File: src/rtl/amrxdemod.sv
// amrxdemod: non-coherent AM receiver. Square-wave quadrature NCO mixer, I/Q integrate-and-dump,
// envelope estimate, optional DC block (AMRXDEMOD_DC_BLOCK_EN), Q8.8 gain, sigma-delta audio bit.

module amrxdemod_iad #(
  parameter int AW = 12
) (
  input  logic          i_clk,
  input  logic          i_reset_n,
  input  logic          i_hold,
  input  logic          i_restart,
  input  logic          i_dump,
  input  logic [1:0]    i_p,
  output logic [AW-1:0] o_d
);
  logic [AW-1:0] acc, pext, nxt;

  assign pext = {{(AW-2){i_p[1]}}, i_p};
  assign nxt  = acc + pext;

  // restart folds the current product in, so a cleared window still spans 2^LG samples
  always_ff @(posedge i_clk or negedge i_reset_n) begin
    if (!i_reset_n) begin
      acc <= '0;
      o_d <= '0;
    end else if (i_hold) begin
      acc <= '0;
    end else if (i_restart) begin
      acc <= pext;
    end else if (i_dump) begin
      o_d <= nxt;
      acc <= '0;
    end else begin
      acc <= nxt;
    end
  end
endmodule

module amrxdemod #(
  parameter int          CLOCK_FREQUENCY_HZ = 36_000_000,
  parameter logic [31:0] DEFAULT_STEP       = 32'h2000_0000,
  parameter int          LGDECIMATE         = 10
) (
  input  logic        i_clk,
  input  logic        i_reset_n,
  input  logic        i_rx_en,
  input  logic        i_wb_cyc,
  input  logic        i_wb_stb,
  input  logic        i_wb_we,
  input  logic [1:0]  i_wb_addr,
  input  logic [31:0] i_wb_data,
  input  logic [3:0]  i_wb_sel,
  output logic        o_wb_stall,
  output logic        o_wb_ack,
  output logic [31:0] o_wb_data,
  input  logic [1:0]  i_rf_data,
  output logic        o_audio_ce,
  output logic [15:0] o_audio,
  output logic        o_pwm
);
  localparam int AW     = LGDECIMATE + 2;
  localparam int YW     = AW + 1;
  localparam int PW     = YW + 17;
  localparam int STAGES = 3;

  typedef struct packed {
    logic        we;
    logic [1:0]  addr;
    logic [31:0] data;
  } wb_req_t;

  wb_req_t req;
  logic    stb, clr, hold, dump;
  logic    unused_ok;

  assign req        = '{we: i_wb_we, addr: i_wb_addr, data: i_wb_data};
  assign stb        = i_wb_cyc & i_wb_stb;
  assign clr        = stb & req.we & (req.addr == 2'd1) & req.data[31];
  assign hold       = ~i_rx_en;
  assign o_wb_stall = 1'b0;
  assign unused_ok  = &{1'b0, i_wb_sel, (CLOCK_FREQUENCY_HZ > 0)};

  logic [31:0]           step;
  logic [15:0]           gain;
  logic [AW-1:0]         mag;
  logic [STAGES:0]       vld_pipe;

  always_ff @(posedge i_clk or negedge i_reset_n) begin
    if (!i_reset_n) begin
      step      <= DEFAULT_STEP;
      gain      <= 16'h0100;
      o_wb_ack  <= 1'b0;
      o_wb_data <= '0;
    end else begin
      o_wb_ack <= stb;
      if (stb) begin
        case (req.addr)
          2'd0:    o_wb_data <= step;
          2'd1:    o_wb_data <= {16'h0, gain};
          2'd2:    o_wb_data <= {16'h0, o_audio};
          default: o_wb_data <= {{(32-AW){1'b0}}, mag};
        endcase
        if (req.we) begin
          case (req.addr)
            2'd0:    step <= req.data;
            2'd1:    gain <= req.data[15:0];
            default: ;
          endcase
        end
      end
    end
  end

  // NCO and window counter; a filter reset restarts from phase 0 on the write cycle itself
  logic [31:0]           phase, ph_eff;
  logic [LGDECIMATE-1:0] cnt;
  logic [1:0]            samp, neg;
  logic [1:0][1:0]       prod;
  logic [1:0][AW-1:0]    dsum, absv;

  assign ph_eff = clr ? 32'h0 : phase;
  assign neg    = {ph_eff[31], ph_eff[31] ^ ph_eff[30]};
  assign dump   = i_rx_en & ~clr & (&cnt);

  always_comb begin
    samp = 2'b00;
    case (i_rf_data)
      2'b11:   samp = 2'b01;
      2'b00:   samp = 2'b11;
      default: samp = 2'b00;
    endcase
  end

  always_ff @(posedge i_clk or negedge i_reset_n) begin
    if (!i_reset_n) begin
      phase <= '0;
      cnt   <= '0;
    end else if (hold) begin
      phase <= '0;
      cnt   <= '0;
    end else begin
      phase <= ph_eff + step;
      cnt   <= clr ? LGDECIMATE'(1) : cnt + LGDECIMATE'(1);
    end
  end

  // lane 0 = I (cos), lane 1 = Q (sin)
  for (genvar l = 0; l < 2; l++) begin : g_lane
    assign prod[l] = neg[l] ? (2'b00 - samp) : samp;
    assign absv[l] = dsum[l][AW-1] ? (AW'(0) - dsum[l]) : dsum[l];
    amrxdemod_iad #(.AW(AW)) u_iad (
      .i_clk     (i_clk),
      .i_reset_n (i_reset_n),
      .i_hold    (hold),
      .i_restart (clr),
      .i_dump    (dump),
      .i_p       (prod[l]),
      .o_d       (dsum[l])
    );
  end

  logic [AW-1:0] mx, mn, mag_nxt;
  assign mx      = (absv[0] > absv[1]) ? absv[0] : absv[1];
  assign mn      = (absv[0] > absv[1]) ? absv[1] : absv[0];
  assign mag_nxt = mx + (mn >> 1);

  always_ff @(posedge i_clk or negedge i_reset_n) begin
    if (!i_reset_n)      vld_pipe <= '0;
    else if (hold | clr) vld_pipe <= '0;
    else                 vld_pipe <= {vld_pipe[STAGES-1:0], dump};
  end

  always_ff @(posedge i_clk or negedge i_reset_n) begin
    if (!i_reset_n)       mag <= '0;
    else if (vld_pipe[0]) mag <= mag_nxt;
  end

  logic signed [YW-1:0] y;
`ifdef AMRXDEMOD_DC_BLOCK_EN
  localparam int DW = AW + 9;
  logic signed [DW-1:0] avg, diff;
  // avg carries 8 fraction bits; leak rate 1/256 per sample
  assign diff = $signed({1'b0, mag, 8'h00}) - avg;

  always_ff @(posedge i_clk or negedge i_reset_n) begin
    if (!i_reset_n) begin
      avg <= '0;
      y   <= '0;
    end else if (clr) begin
      avg <= '0;
    end else if (vld_pipe[1]) begin
      y   <= diff[DW-1:8];
      avg <= avg + (diff >>> 8);
    end
  end
`else
  always_ff @(posedge i_clk or negedge i_reset_n) begin
    if (!i_reset_n)       y <= '0;
    else if (vld_pipe[1]) y <= $signed({1'b0, mag});
  end
`endif

  logic signed [PW-1:0] gprod, gsh;
  logic                 ovf;
  logic [15:0]          audio_nxt;

  assign gprod     = y * $signed({1'b0, gain});
  assign gsh       = gprod >>> 8;
  assign ovf       = ~((&gsh[PW-1:15]) | ~(|gsh[PW-1:15]));
  assign audio_nxt = ovf ? (gsh[PW-1] ? 16'h8000 : 16'h7FFF) : gsh[15:0];

  always_ff @(posedge i_clk or negedge i_reset_n) begin
    if (!i_reset_n)       o_audio <= '0;
    else if (vld_pipe[2]) o_audio <= audio_nxt;
  end

  assign o_audio_ce = vld_pipe[STAGES];

  // offset-binary first-order sigma-delta, carry is the output bit
  logic [15:0] sd_acc;
  logic [16:0] sd_sum;
  assign sd_sum = {1'b0, sd_acc} + {1'b0, ~o_audio[15], o_audio[14:0]};

  always_ff @(posedge i_clk or negedge i_reset_n) begin
    if (!i_reset_n) begin
      sd_acc <= '0;
      o_pwm  <= 1'b0;
    end else begin
      sd_acc <= sd_sum[15:0];
      o_pwm  <= sd_sum[16];
    end
  end
endmodule
File: config.mk
export PLATFORM = sky130hd
export DESIGN_NAME = amrxdemod
export DESIGN_NICKNAME = d
export VERILOG_FILES = /design/src/rtl/amrxdemod.sv
export SDC_FILE = /design/constraint.sdc
export NUM_CORES = 1
export LEC_CHECK = 0
export BUFFER_PORTS_ARGS = -buffer_cell sky130_fd_sc_hd__buf_2
export CAP_MARGIN = 20
export CORE_ASPECT_RATIO = 1.4
export CORE_MARGIN = 3
export CORE_UTILIZATION = 45
export DETAILED_ROUTE_END_ITERATION = 12
export SLEW_MARGIN = 30
export SYNTH_ARGS = -nofsm -noshare
export SYNTH_HDL_FRONTEND = slang
export SYNTH_SLANG_ARGS = --single-unit
File: constraint.sdc
create_clock -name i_clk -period 11.1 [get_ports i_clk]
set_clock_uncertainty 0.1 [all_clocks]
set_input_delay 3.33 -clock i_clk [delete_from_list [all_inputs] [get_ports i_clk]]
set_output_delay 3.33 -clock i_clk [all_outputs]
set_load 0.02 [all_outputs]
# Word-level counts from Yosys, hierarchy flattened
# Index checks and enable logic that the tools add are counted.
# totals
register_bits	232
out_inout_bits	52
inputBits	46
# op_classes
add_sub_neg	9
muxes	21
bitwise_logic	13
n_reduce_logical	8
n_eq_ne	3
multipliers	1
order_cmp	1
# op_table
op	count
2-to-1 mux 12 bit	10
case mux 32 bit (3 select lines)	1
2-to-1 mux 32 bit	2
adder 32 bit	1
2-to-1 mux 16 bit	2
multiplier 12 x 16 -> 28 bit	1
adder 12 bit	2
subtractor 1 x 12 -> 12 bit, first input constant	2
2-to-1 mux 10 bit	2
adder 16 x 16 -> 17 bit	1
adder 12 x 11 -> 12 bit	1
greater-than comparator 12 bit	1
adder 10 x 1 -> 10 bit, second input constant	1
AND reduction 10 bit	1
AND reduction 3 bit	3
AND reduction 7 bit	1
OR reduction 7 bit	1
bitwise AND 1 bit	6
== test 2 bit, second input constant	2
zero test 2 bit	2
2-to-1 mux 2 bit	2
2-to-1 mux 4 bit	1
NOT 1 bit	4
case mux 2 bit (2 select lines)	1
other kinds (4)	5

# Logic depth before layout (Yosys ltp)
# Gate-level depths: netlist of run 1.
# logic_depth
ltp_word	11
depth_mapped	29
mapped_depth_nobuf	28

# Hierarchy
# From an unflattened synthesis of run 1, not the netlist that was laid out.
# hier_totals
cells_unflattened	2017
area_unflattened_um2	19555.0
# by_module_without_submodules
mod	area_each_um2	instances	seq_area_each_um2	cells_per_inst
amrxdemod	16874.9	1	4606.9	1741
amrxdemod_iad	1340.0	2	600.6	138

# Least setup slack after synthesis of run 1
# Ideal clock, no wire load.
# synth_timing
path_kind	input port to flip-flop
startpoint	input i_wb_addr[0]
endpoint	register g_lane[1].u_iad.o_d[11]
n_path_buf	2
slack_ns	3.758
stages	18
t_required_ns	10.865
setup_time_ns	0.135
arrival_ns	7.107
cell_sequence	clkbuf_1 > nor2b_1 > clkbuf_1 > nand4_1 > and2_1 > mux2i_1 > inv_1 > ha_1 > a21o_1 > a21oi_1 > o21ai_0 > a21oi_1 > nor2b_1 > o21a_1 > o31a_1 > o41ai_1 > xnor2_1 > o21ai_0
# synth_via
elab_chain_cells	7
word_cells_on_any_way	10
classes_between	1 x add/sub; 1 x eq/ne; 2 x mux; 5 x bitwise; 1 x reduce/logical
# synth_lines
element	line_no	rtl
start, declared	49	input logic [1:0] i_wb_addr,
== test 2 x 1 -> 1 bit (*)	77	assign clr = stb & req.we & (req.addr == 2'd1) & req.data[31];
bitwise AND 1 bit (*) (2 in a row)	77	
branches (longest 4 deep; another with adder 12 bit)	-	
end signal, assigned	30	o_d <= nxt;
end, declared	13	output logic [AW-1:0] o_d
# Every way passes the cells marked *.
# A chain may end at the register's enable or synchronous reset.

# Worst setup path in the final report of run 1
# layout_timing
startpoint	input i_wb_cyc
endpoint	register g_lane[0].u_iad.o_d[11]
# layout_via
elab_chain_cells	8
word_cells_on_any_way	12
classes_between	1 x add/sub; 2 x mux; 8 x bitwise; 1 x reduce/logical
# layout_lines
element	line_no	rtl
start, declared	46	input logic i_wb_cyc,
bitwise AND 1 bit (*)	76	assign stb = i_wb_cyc & i_wb_stb;
bitwise AND 1 bit (*) (3 in a row)	77	
2-to-1 mux 32 bit / NOT 1 bit (equally long branches)	-	
XOR 1 bit / bitwise AND 1 bit (equally long branches)	121, 122	
2-to-1 mux 2 bit / bitwise AND 1 bit (equally long branches)	148, 122	
adder 12 bit / AND reduction 3 bit (equally long branches)	-	
end signal, assigned	30	
end, declared	13	
# Mark *: on every way between the ends. The rest lies on a longest branch, timed or not.

==> out/metrics.cfg, run 1 <==
[outcome]
status=finished clean

[route]
drt-met1-wl_um=17700
dr.max_layer_used=met5
routedWlPerCell_um=17.4
drcViolationCount=0
ant_nets=0
dr.pass1.iters=5
drtIter0Drc=491
drt_wl_total_um=43500
met2_length_um=21800
vias=13392
met3_length_um=2000
vias_per_cell=5.35

[finish]
multi_input_area_um2=11700
drive_gt1_share_pct=13.2
regArea_um2=5810
fin_nets=2299
syn_to_final_growth_pct=10.5
fill_cells=3717
final_area_um2=20700

[synth]
synth-simple-area-share_pct=13.1
async_flop_share_pct=100
synth_compound_area_share_pct=10.6
ys_seq_area_share_pct=31.1
ys.flop_type=dfrtp_1
synth_edf_count=0
synth-seq-cells=232
yosys.cell_types.count=66
synth_xor_area_share_pct=5.01
ys_warn_count=0
synthesis.nets=2236
synth_fa_ha_area_share_pct=26.1
synth_top_family_by_area=adder cells
avgSynthCellArea_um2=9.91
syn_inst=1887
netlist_area_um2=18700
synthMuxAreaShare_pct=7.86

[clock_tree]
cts_inserted_buffers=26
path_clk_slew_ns=0.06
cts_max_path_buffers=3
cts_setup_buffers=0
root_buffer=clkbuf_16
cts_hold_buf=0
clock_latency_ns=0.55
clock_sinks=232
cts_resized=0
tritoncts=built
cts_max_level=1

[setup_path]
start_kind=input port
critical_path_class=in -> reg
r2r_cells=22
r2r-end=o_audio[1]$_DFFE_PN0P_
critPathMaxFanout=28
reg2reg_from=y[8]$_DFFE_PN0P_
reg2reg_slack_ns=4.25
endpoint_kind=flip-flop
worstPathRequired_ns=11.41
cp.arrival_ns=8.58

[worst_hold_path]
holdPathStages=1
holdCritPathClass=reg -> reg
worstHoldStart=sd_acc[0]$_DFF_PN0_
hold_end=sd_acc[0]$_DFF_PN0_

[die]
std_cell_rows=87
die_area_um2=44100
die_x_um=178
core_um2=40600
initial_core_util_pct=46.0
pin_count=98
die_y_um=247

[pwr]
power_density_nw_per_um2=154
ir_drop_uv=151
leakage_nw=10.5

[place]
post_dp_cell_area_um2=19700
dpl.hpwl_um=33900
gp_congestion=0.862
numPortBuffers=92

[sta]
fmax_mhz=121
maxSlewViolCount=0
worstMarginPinSlew_ns=0.899
period_share_pct=74.5
setup_viol=0
holdWs_ns=0.372
min_period_ns=8.27
tns_ns=0
grt_setup_unrepaired=false
maxSlewHeadroom_pct=39.7
hold_viol_final=0

[global_routing]
grt_max_degree=109
grt_pass1_wl_um=71800
antenna_found_initial=4
grt_pass1_vias=14229
grt_use_total_pct=20.3
grt-ovfl-total=0

[flow_run]
max_cap_violations=0

-- worst max-delay path, cell delays in order --
cell	delay (ns)
buf_2	0.09
nand2_1	0.05
buf_4	0.28
clkinv_1	0.78
nand4_1	0.42
buf_4	0.35
nand2_1	0.11
mux2i_1	0.48
inv_1	0.35
ha_1	0.37
a21o_1	0.18
a21oi_1	0.21
o21ai_0	0.11
a21oi_1	0.22
nor2b_1	0.07
o21a_1	0.19
o31a_1	0.26
o41ai_1	0.36
xnor2_1	0.20
o21ai_0	0.11
-- cell usage in the layout (no fill, tap or decap), types with 6 or more instances in the layout --
master / Yosys / final
a22o_1: 17 / 17
and2_1: 112 / 112
mux4_2: 12 / 12
mux2i_1: 32 / 32
nand3_1: 18 / 17
nor3_1: 24 / 23
a21boi_0: 7 / 7
or3_1: 11 / 11
dfrtp_1: 230 / 230
xor2_1: 50 / 50
buf_4: 1 / 13
inv_1: 235 / 235
o21ai_0: 66 / 66
mux2_2: 78 / 78
fa_1: 144 / 144
nor2b_1: 14 / 14
ha_1: 159 / 159
a21o_1: 41 / 41
and3_1: 10 / 10
o22a_1: 15 / 15
o31ai_1: 10 / 10
nand2_1: 200 / 200
nand2b_1: 9 / 9
clkbuf_16: 0 / 27
bufinv_16: 0 / 6
a21oi_1: 80 / 80
xnor2_1: 57 / 57
o21a_1: 15 / 15
buf_2: 0 / 91
nor2_1: 95 / 94
nand4_1: 6 / 6
-- cells by family (layout without fill, tap and decap cells) --
kind of cell / count (synthesis) / after routing
adders and majority gates: 303 / 303
AOI/OAI and AO/OA: 300 / 300
and+or+nand+nor: 513 / 513
buffers and inverters: 309 / 392
muxes: 122 / 122
xor gates and xnor gates: 107 / 107
other: 1 / 2
DFF: 232 / 232
-- worst max path at each step --
stage / startpoint / end / slack, ns / cells after the start
final: i_wb_cyc / g_lane[0].u_iad.o_d[11]$_DFFE_PN0P_ / 2.83 / 20
after global routing: i_wb_cyc / g_lane[1].u_iad.o_d[11]$_DFFE_PN0P_ / 2.33 / 20
after CTS: i_wb_cyc / g_lane[0].u_iad.o_d[11]$_DFFE_PN0P_ / 2.75 / 20
after detailed placement: i_wb_cyc / g_lane[0].u_iad.o_d[11]$_DFFE_PN0P_ / 2.20 / 20
after global placement: i_wb_cyc / g_lane[1].u_iad.o_d[11]$_DFFE_PN0P_ / 2.24 / 20
after floorplan: i_wb_addr[0] / g_lane[1].u_iad.o_d[11]$_DFFE_PN0P_ / 3.76 / 18
-- layout make-up --
class | count | share of cell area, %
multi-input combinational | 1346 | 56.8
sequential | 232 | 28.1
antenna | 1 | 0.0121
tap | 534 | 3.23
clock buffer | 34 | 3.59
clock inverter | 14 | 1.16
timing repair buffer | 106 | 2.80
inverter | 238 | 4.32
-- state kept, by name, summed over array words and instances (netlist names), 4 cells and up --
name / cells
mag: 12
cnt: 10
sd_acc: 16
phase: 32
step: 32
y: 12
gain: 16
g_lane.u_iad.o_d: 24
g_lane.u_iad.acc: 24
vld_pipe: 4
o_audio: 16
o_wb_data: 32
-- per-layer routing --
metal / vias up / GRT usage (%)
met3: 109 / 3.41
met2: 261 / 36.1
li1: 6359 / -
met4: 6 / 8.60
met1: 6657 / 24.0
met5: - / 0
-- synthesized netlist by cell type, types with 4 or more instances --
| library cell | n | area, µm² |
|---|---|---|
| mux4_2 | 12 | 270 |
| buf_1 | 8 | 30.0 |
| a211oi_1 | 5 | 37.5 |
| and2_1 | 112 | 701 |
| dfrtp_1 | 230 | 5760 |
| o22a_1 | 15 | 131 |
| o21a_1 | 15 | 113 |
| a22o_1 | 17 | 149 |
| o31a_1 | 4 | 35.0 |
| clkbuf_1 | 61 | 229 |
| o31ai_1 | 10 | 75.1 |
| a21boi_0 | 7 | 52.6 |
| a21oi_1 | 80 | 400 |
| nor3_1 | 24 | 120 |
| mux2_2 | 78 | 878 |
| fa_1 | 144 | 2880 |
| o21ai_0 | 66 | 330 |
| a21o_1 | 41 | 308 |
| or2_2 | 4 | 25.0 |
| o41ai_1 | 4 | 35.0 |
| xnor2_1 | 57 | 499 |
| or3_1 | 11 | 68.8 |
| nand4_1 | 6 | 37.5 |
| nor2b_1 | 14 | 87.6 |
| inv_1 | 235 | 882 |
| mux2i_1 | 32 | 320 |
| ha_1 | 159 | 1990 |
| nand2b_1 | 9 | 56.3 |
| xor2_1 | 50 | 438 |
| nand2_1 | 200 | 751 |
| nand3_1 | 18 | 90.1 |
| a31oi_1 | 5 | 31.3 |
| nor2_1 | 95 | 357 |
| and3_1 | 10 | 62.6 |
-- power breakdown --
group          total [mW]  internal (mW)  switching, mW
combinational        1.03          0.472          0.556
sequential           1.17           1.02          0.148
clock               0.982          0.613          0.369
-- per-stage QoR --
step | cells | utilization (%) | setup slack (ns) | power (mW)
2_1_floorplan | 1887 | - | 3.76 | 1.95
3_3_place_gp | 2456 | 48.4 | 2.24 | 2.18
3_5_place_dp | 2456 | 48.4 | 2.20 | 2.21
4_1_cts | 2504 | 50.9 | 2.75 | 3.22
5_1_grt | 2504 | 50.9 | 2.33 | 3.40
6_report | 2505 | 50.9 | 2.83 | 3.18
Power figures use the tool's default switching activity.
==> run 2: changes to the inputs <==
ABC_AREA = 1   (was unset)
clock period = 7.6 ns   (was 11.1 ns; I/O delays follow)
==> run 2 against run 1 <==
  * Sequential power is 56% higher
  * Setup slack worse by 1.4 ns
  * Total power is 76% higher
  * Critical endpoint is now o_audio[13]$_DFFE_PN0P_
  * Non-clock buffer count is 6 lower
  * Register-to-register slack worse by 2.8 ns
  * Die area is 8.6% higher
  * Synthesized cell count is 42% higher
  * Sequential share of layout area is 1.8 points lower
  * Cell area is 6.9% higher
  * Flip-flop and latch count stayed put
==> out/metrics.cfg, run 2 <==
[clock_tree]
root_buffer=clkbuf_16
cts_inserted_buffers=26
cts_hold_buf=0
cts_setup_buffers=0
cts_resized=0
cts_max_level=1
tritoncts=built
clock_sinks=232
path_clk_slew_ns=0.06
clock_latency_ns=0.55
cts_max_path_buffers=3

[synth]
ys_warn_count=0
ys_seq_area_share_pct=28.5
synth_most_common_cell=nand2_1
async_flop_share_pct=100
synth_common_cells=nand2_1, inv_1, dfrtp_1
avgSynthCellArea_um2=7.59
synth-seq-cells=232
synthesis.nets=3032
syn_inst=2683
synth.area.top_cells=dfrtp_1, fa_1, nand2_1
synth_edf_count=0
yosysTopAreaCell=dfrtp_1
ys.flop_type=dfrtp_1
synth_top_area_share_pct=28.3
netlist_area_um2=20400
yosys.cell_types.count=52

[die]
die_x_um=186
die_y_um=258
die_area_um2=47900
initial_core_util_pct=45.8
std_cell_rows=91
pin_count=98
core_um2=44400

[finish]
postLayoutCoreUtil_pct=49.7
finalNonFillerCells=3298
final_common_cell=nand2_1
final_area_um2=22100
fill_cells=4434
fin_nets=3071
antenna_cells=0
multi_input_area_um2=12300
drive_gt1_share_pct=7.12
reg_top3=o_wb_data: 32 flops, phase: 32 flops, step: 32 flops
regArea_um2=5810
final_cell_mix=nand2_1, inv_1, dfrtp_1
syn_to_final_growth_pct=8.48

[outcome]
status=finished clean

[sta]
period_share_pct=81.4
maxSlewViolCount=0
finalWorstSetupSlack_ns=1.42
grt_setup_unrepaired=false
maxSlewHeadroom_pct=45.1
setup_viol=0
fmax_mhz=162
min_period_ns=6.18
hold_viol_final=0
tns_ns=0
worstMarginPinSlew_ns=0.824
holdWs_ns=0.370

[route]
dr.pass1.iters=5
met3_length_um=2000
drt_wl_total_um=53000
ant_nets=0
met2_length_um=27400
drt-met1-wl_um=21600
drtIter0Drc=731
vias_per_cell=5.14
vias=16954
drcViolationCount=0
dr.max_layer_used=met4
routedWlPerCell_um=16.1

[global_routing]
grt_pass1_vias=17261
grt_use_total_pct=22.6
grt-ovfl-total=0
grt_pass1_wl_um=87400
grt_max_degree=138
antenna_found_initial=0

[place]
place_inst=3252
dp_slack_ns=1.39
post_dp_cell_area_um2=21300
numPortBuffers=92
dpl.hpwl_um=41800
gp_congestion=0.915

[setup_path]
start_kind=flip-flop
worstPathRequired_ns=7.93
critical_path_class=reg -> reg
endpoint_kind=flip-flop
cp.arrival_ns=6.51
critPathMaxFanout=17

[pwr]
finalPower_mw=5.60
leakage_nw=12.2
power_density_nw_per_um2=254
ir_drop_uv=209

[flow_run]
max_cap_violations=0

[worst_hold_path]
holdCritPathClass=reg -> reg

-- run 2: cell types whose count changed in the layout (fill, tap and decap cells not counted), sizes merged, moves of 69 or more --
cell   delta
nand2   +511
inv     +285
and2    -111
o21ai   +107
nor2    +100
a21oi    +69
-- run 2: logic make-up after synthesis --
group / count (synthesis) / synth area share, %
and+or+nand+nor: 1041 / 20.7
buffers and inverters: 609 / 11.4
AOI/OAI and AO/OA: 402 / 11.2
adders and majority gates: 303 / 23.9
DFF: 232 / 28.5
xor gates and xnor gates: 79 / 3.40
muxes: 16 / 0.885
other: 1 / 0.0184
-- run 2: routing by layer --
metal,vias to the layer above,track usage [%]
met4,0,8.18
met5,-,0
met1,8120,27.2
li1,8397,-
met2,342,41.5
met3,95,2.32
-- run 2: area by class of cell --
class                   instances  share of cell area [%]
clock buffers                  36                    3.35
clock inverters                10                   0.397
inverters                     520                    8.84
multi-input cells            1842                    55.5
flip-flops and latches        232                    26.3
well taps                     558                    3.16
repair buffers                100                    2.46
-- run 2: worst max-delay path: stages (launching register included) --
cell     delay (ns)
dfrtp_1        0.84
nand2_1        0.19
fa_1           0.58
inv_1          0.05
fa_1           0.49
inv_1          0.05
fa_1           0.47
inv_1          0.05
fa_1           0.52
inv_1          0.06
fa_1           0.53
inv_1          0.04
ha_1           0.35
nand2_1        0.10
nor2_1         0.29
nand2_1        0.13
nor2_1         0.11
nand2_1        0.08
nand4_1        0.10
nand2_1        0.08
nor2_2         0.11
nand3_2        0.31
nor2_1         0.35
nor2_1         0.07
-- run 2: worst paths after layout --
kind / start / endpoint / slack [ns] / depth (start not counted)
worst max-delay path: y[5]$_DFFE_PN0P_ / o_audio[13]$_DFFE_PN0P_ / 1.42 / 23
min in group asynchronous: i_reset_n / step[23]$_DFFE_PN0P_ / 1.62 / 1
worst min register to register: sd_acc[0]$_DFF_PN0_ / sd_acc[0]$_DFF_PN0_ / 0.37 / 1
worst max register to register: y[5]$_DFFE_PN0P_ / o_audio[13]$_DFFE_PN0P_ / 1.42 / 23
worst min-delay path: sd_acc[0]$_DFF_PN0_ / sd_acc[0]$_DFF_PN0_ / 0.37 / 1
max in group asynchronous: i_reset_n / o_wb_data[9]$_DFFE_PN0P_ / 4.54 / 2
-- run 2: power breakdown --
group | switching (mW) | internal [mW] | total, mW
combinational | 1.61 | 0.941 | 2.55
sequential | 0.292 | 1.53 | 1.82
clock | 0.517 | 0.714 | 1.23
total | 2.42 | 3.19 | 5.60
